### config.mk
export PLATFORM = sky130hd
export DESIGN_NAME = pipeline_exmem_stage_flat
export DESIGN_NICKNAME = d
export VERILOG_FILES = /design/src/rtl/pipeline_exmem_stage_if.sv /design/src/rtl/pipeline_exmem_stage.sv /design/src/flat_wrapper.sv
export SDC_FILE = /design/constraint.sdc
export NUM_CORES = 1
export LEC_CHECK = 0
export ABC_AREA = 1
export BUFFER_PORTS_ARGS = -buffer_cell sky130_fd_sc_hd__buf_2
export CAP_MARGIN = 25
export CORE_ASPECT_RATIO = 0.7
export CORE_MARGIN = 10
export CORE_UTILIZATION = 35
export DETAILED_ROUTE_END_ITERATION = 16
export PLACE_DENSITY = 0.72
export RECOVER_POWER = 100
export REMOVE_ABC_BUFFERS = 1
export SKIP_CTS_REPAIR_TIMING = 1
export SLEW_MARGIN = 20
export SYNTH_ARGS = -nofsm -noshare
export SYNTH_HDL_FRONTEND = slang
export SYNTH_SLANG_ARGS = --single-unit
### constraint.sdc
create_clock -name CLK -period 3.5 [get_ports CLK]
set_clock_uncertainty 0.15 [all_clocks]
set_input_delay 0.35 -clock CLK [delete_from_list [all_inputs] [get_ports CLK]]
set_output_delay 0.35 -clock CLK [all_outputs]
set_load 0.02 [all_outputs]
### src/rtl/pipeline_exmem_stage_if.sv
// pipeline_exmem_stage_if
// Bundles every non-clock, non-reset signal of the EX/MEM pipeline stage.
//   slave  : the stage's view. It takes in execute-stage control and data,
//            the hazard-unit enable and flush, and the data-memory completion.
//            It drives the memory request, the latched copies, the stall and
//            the forwarding source.
//   master : the surrounding pipeline's view, with every direction reversed.
interface pipeline_exmem_stage_if;
  // hazard unit
  logic        en;
  logic        sRST;
  logic        mem_stall;
  // execute-stage control
  logic [4:0]  wsel;
  logic        regen;
  logic [1:0]  regsrc;
  logic        hlt;
  logic        dmemWEN;
  logic        dmemREN;
  // execute-stage data
  logic [31:0] aluout;
  logic [31:0] rdat2;
  logic [31:0] extimm;
  logic [31:0] rtnaddr;
  // data memory
  logic [31:0] dmemaddr;
  logic [31:0] dmemstore;
  logic        dREN;
  logic        dWEN;
  logic        dhit;
  logic [31:0] dmemload;
  // latched copies for the writeback stage
  logic [4:0]  wsel_l;
  logic        regen_l;
  logic [1:0]  regsrc_l;
  logic        hlt_l;
  logic [31:0] aluout_l;
  logic [31:0] extimm_l;
  logic [31:0] rtnaddr_l;
  logic [31:0] memload_l;
  // forwarding source
  logic        fwd_valid;
  logic [4:0]  fwd_wsel;
  logic [31:0] fwd_data;

  modport slave (
    input  en, sRST, wsel, regen, regsrc, hlt, dmemWEN, dmemREN,
           aluout, rdat2, extimm, rtnaddr, dhit, dmemload,
    output dmemaddr, dmemstore, dREN, dWEN, wsel_l, regen_l, regsrc_l,
           hlt_l, aluout_l, extimm_l, rtnaddr_l, memload_l, mem_stall,
           fwd_valid, fwd_wsel, fwd_data
  );

  modport master (
    output en, sRST, wsel, regen, regsrc, hlt, dmemWEN, dmemREN,
           aluout, rdat2, extimm, rtnaddr, dhit, dmemload,
    input  dmemaddr, dmemstore, dREN, dWEN, wsel_l, regen_l, regsrc_l,
           hlt_l, aluout_l, extimm_l, rtnaddr_l, memload_l, mem_stall,
           fwd_valid, fwd_wsel, fwd_data
  );
endinterface

### src/rtl/pipeline_exmem_stage.sv
// pipeline_exmem_stage
// EX/MEM pipeline register with a data-memory request FSM (IDLE, REQ, DONE).
// Execute-stage values are latched when the stage advances. A latched load or
// store holds the stage in REQ, with mem_stall raised, until dhit arrives.
// Ports:
//   CLK   : clock; all state changes on the rising edge
//   nRST  : asynchronous active-low reset
//   bus   : pipeline_exmem_stage_if.slave, which carries control, data,
//           the memory request, the latched copies, the stall and forwarding
// Optional feature: define EXMEM_FWD_EN to drive the forwarding outputs.
// Without it, fwd_valid, fwd_wsel and fwd_data are tied to zero.
module pipeline_exmem_stage (
  input logic                  CLK,
  input logic                  nRST,
  pipeline_exmem_stage_if.slave bus
);

  typedef enum logic [1:0] {
    IDLE = 2'd0,
    REQ  = 2'd1,
    DONE = 2'd2
  } state_t;

  typedef struct packed {
    logic [4:0]  wsel;
    logic        regen;
    logic [1:0]  regsrc;
    logic        hlt;
    logic        dmemwen;
    logic        dmemren;
    logic [31:0] aluout;
    logic [31:0] rdat2;
    logic [31:0] extimm;
    logic [31:0] rtnaddr;
  } lat_t;

  state_t      state_q, state_d;
  lat_t        lat_q, lat_d;
  logic [31:0] memload_q, memload_d;

  logic in_req;
  logic rd_issue;
  logic wr_issue;

  // A store wins over a load when both are latched. A halted instruction
  // never reaches REQ, but the hlt gate keeps the request outputs safe anyway.
  assign in_req   = (state_q == REQ);
  assign wr_issue = in_req & lat_q.dmemwen & ~lat_q.hlt;
  assign rd_issue = in_req & lat_q.dmemren & ~lat_q.dmemwen & ~lat_q.hlt;

  // State register. Reset abandons any in-flight request immediately.
  always_ff @(posedge CLK or negedge nRST) begin
    if (!nRST) begin
      state_q   <= IDLE;
      lat_q     <= '0;
      memload_q <= '0;
    end else begin
      state_q   <= state_d;
      lat_q     <= lat_d;
      memload_q <= memload_d;
    end
  end

  // Next state and register updates. While in REQ, the stage ignores both the
  // flush and the enable until memory answers. Outside REQ, a flush beats an
  // advance.
  always_comb begin
    state_d   = state_q;
    lat_d     = lat_q;
    memload_d = memload_q;
    case (state_q)
      REQ: begin
        if (bus.dhit) begin
          state_d = DONE;
          if (rd_issue) begin
            memload_d = bus.dmemload;
          end
        end
      end
      default: begin
        if (bus.sRST) begin
          state_d   = IDLE;
          lat_d     = '0;
          memload_d = '0;
        end else if (bus.en) begin
          lat_d.wsel    = bus.wsel;
          lat_d.regen   = bus.regen;
          lat_d.regsrc  = bus.regsrc;
          lat_d.hlt     = bus.hlt;
          lat_d.dmemwen = bus.dmemWEN;
          lat_d.dmemren = bus.dmemREN;
          lat_d.aluout  = bus.aluout;
          lat_d.rdat2   = bus.rdat2;
          lat_d.extimm  = bus.extimm;
          lat_d.rtnaddr = bus.rtnaddr;
          // A halted instruction makes no memory access, so it must not wait
          // for a dhit that will never come.
          state_d = ((bus.dmemREN | bus.dmemWEN) & ~bus.hlt) ? REQ : IDLE;
        end
      end
    endcase
  end

  assign bus.dREN      = rd_issue;
  assign bus.dWEN      = wr_issue;
  assign bus.dmemaddr  = in_req ? lat_q.aluout : '0;
  assign bus.dmemstore = in_req ? lat_q.rdat2  : '0;
  assign bus.mem_stall = in_req;

  assign bus.wsel_l    = lat_q.wsel;
  assign bus.regen_l   = lat_q.regen;
  assign bus.regsrc_l  = lat_q.regsrc;
  assign bus.hlt_l     = lat_q.hlt;
  assign bus.aluout_l  = lat_q.aluout;
  assign bus.extimm_l  = lat_q.extimm;
  assign bus.rtnaddr_l = lat_q.rtnaddr;
  assign bus.memload_l = memload_q;

`ifdef EXMEM_FWD_EN
  // regsrc value 1 selects memory-load data for writeback.
  localparam logic [1:0] REGSRC_MEM = 2'd1;

  assign bus.fwd_valid = lat_q.regen & (lat_q.wsel != 5'd0) & ~in_req;
  assign bus.fwd_wsel  = lat_q.wsel;
  assign bus.fwd_data  = (lat_q.regsrc == REGSRC_MEM) ? memload_q : lat_q.aluout;
`else
  assign bus.fwd_valid = 1'b0;
  assign bus.fwd_wsel  = '0;
  assign bus.fwd_data  = '0;
`endif

endmodule

### src/flat_wrapper.sv
// flat-port wrapper written by rule: the top's interface ports become plain ports
module pipeline_exmem_stage_flat 
  (CLK, nRST, bus_en, bus_sRST, bus_wsel, bus_regen, bus_regsrc, bus_hlt, bus_dmemWEN, bus_dmemREN, bus_aluout, bus_rdat2, bus_extimm, bus_rtnaddr, bus_dhit, bus_dmemload, bus_dmemaddr, bus_dmemstore, bus_dREN, bus_dWEN, bus_wsel_l, bus_regen_l, bus_regsrc_l, bus_hlt_l, bus_aluout_l, bus_extimm_l, bus_rtnaddr_l, bus_memload_l, bus_mem_stall, bus_fwd_valid, bus_fwd_wsel, bus_fwd_data);
  pipeline_exmem_stage_if bus_i ();
  input logic CLK;
  input logic nRST;
  input wire logic [$bits(bus_i.en)-1:0] bus_en;
  input wire logic [$bits(bus_i.sRST)-1:0] bus_sRST;
  input wire logic [$bits(bus_i.wsel)-1:0] bus_wsel;
  input wire logic [$bits(bus_i.regen)-1:0] bus_regen;
  input wire logic [$bits(bus_i.regsrc)-1:0] bus_regsrc;
  input wire logic [$bits(bus_i.hlt)-1:0] bus_hlt;
  input wire logic [$bits(bus_i.dmemWEN)-1:0] bus_dmemWEN;
  input wire logic [$bits(bus_i.dmemREN)-1:0] bus_dmemREN;
  input wire logic [$bits(bus_i.aluout)-1:0] bus_aluout;
  input wire logic [$bits(bus_i.rdat2)-1:0] bus_rdat2;
  input wire logic [$bits(bus_i.extimm)-1:0] bus_extimm;
  input wire logic [$bits(bus_i.rtnaddr)-1:0] bus_rtnaddr;
  input wire logic [$bits(bus_i.dhit)-1:0] bus_dhit;
  input wire logic [$bits(bus_i.dmemload)-1:0] bus_dmemload;
  output wire logic [$bits(bus_i.dmemaddr)-1:0] bus_dmemaddr;
  output wire logic [$bits(bus_i.dmemstore)-1:0] bus_dmemstore;
  output wire logic [$bits(bus_i.dREN)-1:0] bus_dREN;
  output wire logic [$bits(bus_i.dWEN)-1:0] bus_dWEN;
  output wire logic [$bits(bus_i.wsel_l)-1:0] bus_wsel_l;
  output wire logic [$bits(bus_i.regen_l)-1:0] bus_regen_l;
  output wire logic [$bits(bus_i.regsrc_l)-1:0] bus_regsrc_l;
  output wire logic [$bits(bus_i.hlt_l)-1:0] bus_hlt_l;
  output wire logic [$bits(bus_i.aluout_l)-1:0] bus_aluout_l;
  output wire logic [$bits(bus_i.extimm_l)-1:0] bus_extimm_l;
  output wire logic [$bits(bus_i.rtnaddr_l)-1:0] bus_rtnaddr_l;
  output wire logic [$bits(bus_i.memload_l)-1:0] bus_memload_l;
  output wire logic [$bits(bus_i.mem_stall)-1:0] bus_mem_stall;
  output wire logic [$bits(bus_i.fwd_valid)-1:0] bus_fwd_valid;
  output wire logic [$bits(bus_i.fwd_wsel)-1:0] bus_fwd_wsel;
  output wire logic [$bits(bus_i.fwd_data)-1:0] bus_fwd_data;
  assign bus_i.en = bus_en;
  assign bus_i.sRST = bus_sRST;
  assign bus_i.wsel = bus_wsel;
  assign bus_i.regen = bus_regen;
  assign bus_i.regsrc = bus_regsrc;
  assign bus_i.hlt = bus_hlt;
  assign bus_i.dmemWEN = bus_dmemWEN;
  assign bus_i.dmemREN = bus_dmemREN;
  assign bus_i.aluout = bus_aluout;
  assign bus_i.rdat2 = bus_rdat2;
  assign bus_i.extimm = bus_extimm;
  assign bus_i.rtnaddr = bus_rtnaddr;
  assign bus_i.dhit = bus_dhit;
  assign bus_i.dmemload = bus_dmemload;
  assign bus_dmemaddr = bus_i.dmemaddr;
  assign bus_dmemstore = bus_i.dmemstore;
  assign bus_dREN = bus_i.dREN;
  assign bus_dWEN = bus_i.dWEN;
  assign bus_wsel_l = bus_i.wsel_l;
  assign bus_regen_l = bus_i.regen_l;
  assign bus_regsrc_l = bus_i.regsrc_l;
  assign bus_hlt_l = bus_i.hlt_l;
  assign bus_aluout_l = bus_i.aluout_l;
  assign bus_extimm_l = bus_i.extimm_l;
  assign bus_rtnaddr_l = bus_i.rtnaddr_l;
  assign bus_memload_l = bus_i.memload_l;
  assign bus_mem_stall = bus_i.mem_stall;
  assign bus_fwd_valid = bus_i.fwd_valid;
  assign bus_fwd_wsel = bus_i.fwd_wsel;
  assign bus_fwd_data = bus_i.fwd_data;
  pipeline_exmem_stage u_core (.CLK(CLK), .nRST(nRST), .bus(bus_i));
endmodule
==> impl_summary.txt <==
----------------------------------------------------
[Routing]
  Average wire length per cell after detail routing ... 17.1 um
  Detail-routed via count per cell ... 4.64
  Antenna Nets Post-Route ... 0
  Number of remaining DRC errors ... 0
  DRC marker count from the first detailed-route iteration ... 352
  Pre-Repair DR Iteration Count ... 5
  Total via count after detailed routing ... 7,215
  DRT Wirelength ... 26,600 um

[Setup path]
  Crit path top cell by count ... nand3_1
  Data arrival time of the critical path ... 2.92 ns
  Reg-to-reg critical path endpoint ... u_core.bus.memload_l[9]
  Data required time of the worst path ... 3.65 ns
  Crit Path Category ... register to register
  Worst stage delay on the critical path ... 0.97 ns
  Launch point of the worst reg-to-reg path ... u_core.state_q[1]
  Crit. End Element ... register
  Cell with the largest stage delay on the worst path ... nand3_1
  Startpoint kind of the worst setup timing path ... register
  R2r worst-path depth ... 7
  Cell Chain, Critical Path ... inv_1, nand2_4, nor2_4, buf_4, nand3_1, nand3_1, nand2_1
  Maximum fanout along the worst path ... 33
  Reg-to-reg slack, setup ... 0.73 ns

[Logic synthesis]
  Fraction of registers with async set or reset after synthesis ... 1.00
  Mapped Avg Cell Area ... 8.57 um^2
  Sequential fraction of the synthesis area ... 0.514
  Area fraction of the dominant cell type after synthesis ... 0.514
  Number of distinct library cells after synthesis ... 23
  Cell accounting for the most synthesized area ... dfrtp_1
  Top post-synthesis cells by area ... dfrtp_1, buf_4, nand2_1
  EDFF count, synth ... 0
  Total standard cell area after synthesis ... 8430 um^2
  Flip-flop and latch count after synthesis ... 173
  Most frequently used cell type in the post-synthesis netlist ... nand2_1
  Yosys warning count ... 0
  Synthesized netlist cell count ... 983
  Post-synth top cells ... nand2_1, dfrtp_1, buf_4, o21ai_0, nand3_1
  Most used flip-flop cell after synthesis ... dfrtp_1

[Cells and area]
  Fraction of final layout cells sized beyond drive strength 1 ... 0.181
  Fin nets ... 1,398
  Utilization of the core after routing ... 0.419
  FF/Latch Area ... 4330 um^2
  Area taken by multi-input logic gates ... 2530 um^2
  Area growth, synth to finish ... 17.7%
  Fill cell count ... 2,449

[Power and ir drop]
  Maximum VDD drop ... 308 uV
  Static Leakage ... 0.00482 uW
  Overall Power ... 5400 uW
  Power density over cell area ... 544 nW/um^2

[Timing]
  Share of the cycle needed by the critical path after routing ... 0.791
  Unrepaired setup endpoints after global routing ... no
  Final min period ... 2.77 ns
  Setup TNS after final layout ... 0 ns
  Highest attainable clock frequency ... 0.361 GHz
  Setup-violating endpoint count in the final report ... 0
  Transition time at the pin with the least slew margin ... 1.54 ns
  Slew headroom ... -0.0271
  Worst hold slack across all endpoints ... 0.0117 ns
  Hold violation count in the final report ... 0
  Max-slew violations ... 59

[Die]
  DIE HEIGHT ... 150 um
  Die area ... 30,800 um^2
  Initial core utilization ... 0.356
  I/O pin count ... 418
  Core area ... 23,600 um^2
  Std cell rows ... 47
  Die Wd ... 205 um

[Run status]
  Status ... finished with violations
  Violated checks ... max-capacitance violations, max-slew violations

[CTS]
  Maximum buffer depth of the clock tree ... 2
  Sink Count ... 173
  H-tree depth ... 4
  Worst-skew pair later-pin latency ... 0.42 ns
  Number of buffers inserted during clock tree synthesis ... 17
  Clock transition time at the flip-flop clock pins of the worst setup and hold paths ... 0.07 ns
  CTS tree ... built
  Clk Tree Root Cell ... clkbuf_16

[Worst hold path]
  Path category of the worst min-delay check ... input port to register
  Hold Path End ... u_core.bus.aluout_l[30]
  Cell count of the worst hold path ... 3
  Source of the worst hold timing path ... bus_aluout[30]

[Placed design]
  Number of buffers inserted by port buffering ... 379
  Placed wire-length estimate ... 19,700 um
  Final weighted congestion in routability-driven placement ... 0.820

[GRT]
  Overall overflow remaining after global route ... 0
  First-pass GRT wire length ... 39,600 um
  Number of global-route vias before repair ... 7,003
  Number of antenna violations at the first check in global routing ... 5
  Global-route total usage across every layer ... 0.163
  Maximum number of pins on one net before global-route repair ... 144

[Flow run]
  Max-Cap Viols ... 1

----------------------------------------------------
## state kept, by name, summed over array words and instances, names as in the netlist
signal and flops:
u_core.lat_q 34, u_core.bus.aluout_l 32, u_core.bus.extimm_l 32, u_core.bus.memload_l 32
u_core.bus.rtnaddr_l 32, u_core.bus.wsel_l 5, u_core.bus.regsrc_l 2, u_core.state_q 2
u_core.bus.hlt_l 1, u_core.bus.regen_l 1
## layout make-up
cell class / count / share of cell area
antenna: 2 / 0.000505
clock inverter: 15 / 0.0182
inverter: 73 / 0.0280
clock buffer: 17 / 0.0429
tap: 318 / 0.0401
multi-input combinational: 565 / 0.255
timing repair buffer: 392 / 0.179
sequential: 173 / 0.437
## per-stage QoR
stage	instance area (um^2)	setup slack [ns]	std cells
after floorplan	7140	0.104	811
after global placement	9580	1.27	1518
after detailed placement	9590	1.23	1519
after CTS	10200	0.999	1551
after global routing	9910	0.479	1554
final	9910	0.732	1555
## power by group
part	internal (uW)	total [uW]	leakage, uW	switching (uW)
sequential	2210	2320	0.00228	110
combinational	282	1120	0.00225	841
clock	1080	1950	0.000292	870
## worst max-delay path: cells and delay by family (launching register included)
family	cells	cell delay, ns
and+or+nand+nor	5	1.68
buffers and inverters	2	0.42
DFF	1	0.36
## how the worst max path moves through the flow
| stage | start | to | slack, ns | depth (start not counted) |
|---|---|---|---|---|
| global placement | u_core.state_q[1] | u_core.bus.memload_l[24] | 1.27 | 7 |
| finish | u_core.state_q[1] | u_core.bus.memload_l[9] | 0.73 | 7 |
| floorplan | bus_sRST | u_core.bus.aluout_l[0] | 0.10 | 6 |
| global route | u_core.state_q[1] | u_core.bus.memload_l[9] | 0.48 | 7 |
| CTS | u_core.state_q[0] | bus_dmemstore[18] | 1.0 | 4 |
| detailed placement | u_core.state_q[1] | u_core.bus.memload_l[6] | 1.23 | 7 |
## logic make-up after synthesis
group	after synthesis	share of synthesized area
AND/OR/NAND/NOR	386	0.200
buffers and inverters	282	0.201
flip-flops	173	0.514
AO/OA/AOI/OAI	141	0.0839
other	1	0.000445
## routing by layer
layer / track usage / routed length [um] / part of all wire
met4: 0.0520 / 494 / 0.019
met1: 0.189 / 10400 / 0.39
met2: 0.265 / 12900 / 0.48
met5: 0 / 0 / 0
met3: 0.0749 / 2800 / 0.11
## cells in the final DEF (no fill, tap or decap)
cell,n
nand2_2,1
clkinvlp_2,1
nand4_1,32
buf_12,2
inv_6,5
nor2_2,1
bufinv_16,2
buf_2,174
clkbuf_1,205
o22ai_1,1
conb_1,38
nor2_1,65
o21ai_1,1
buf_4,4
dfrtp_1,173
clkinv_8,1
clkbuf_16,17
nand3_1,100
nor4_1,1
clkbuf_4,2
diode_2,2
clkinvlp_4,2
clkbuf_2,2
nor3_1,2
inv_1,71
inv_8,2
nor2_4,1
dlygate4sd3_1,2
buf_8,1
inv_4,1
o21ai_0,139
nand2_4,1
nand2_1,182
clkinv_2,1
clkinv_4,2
Power figures use the tool's default switching activity.
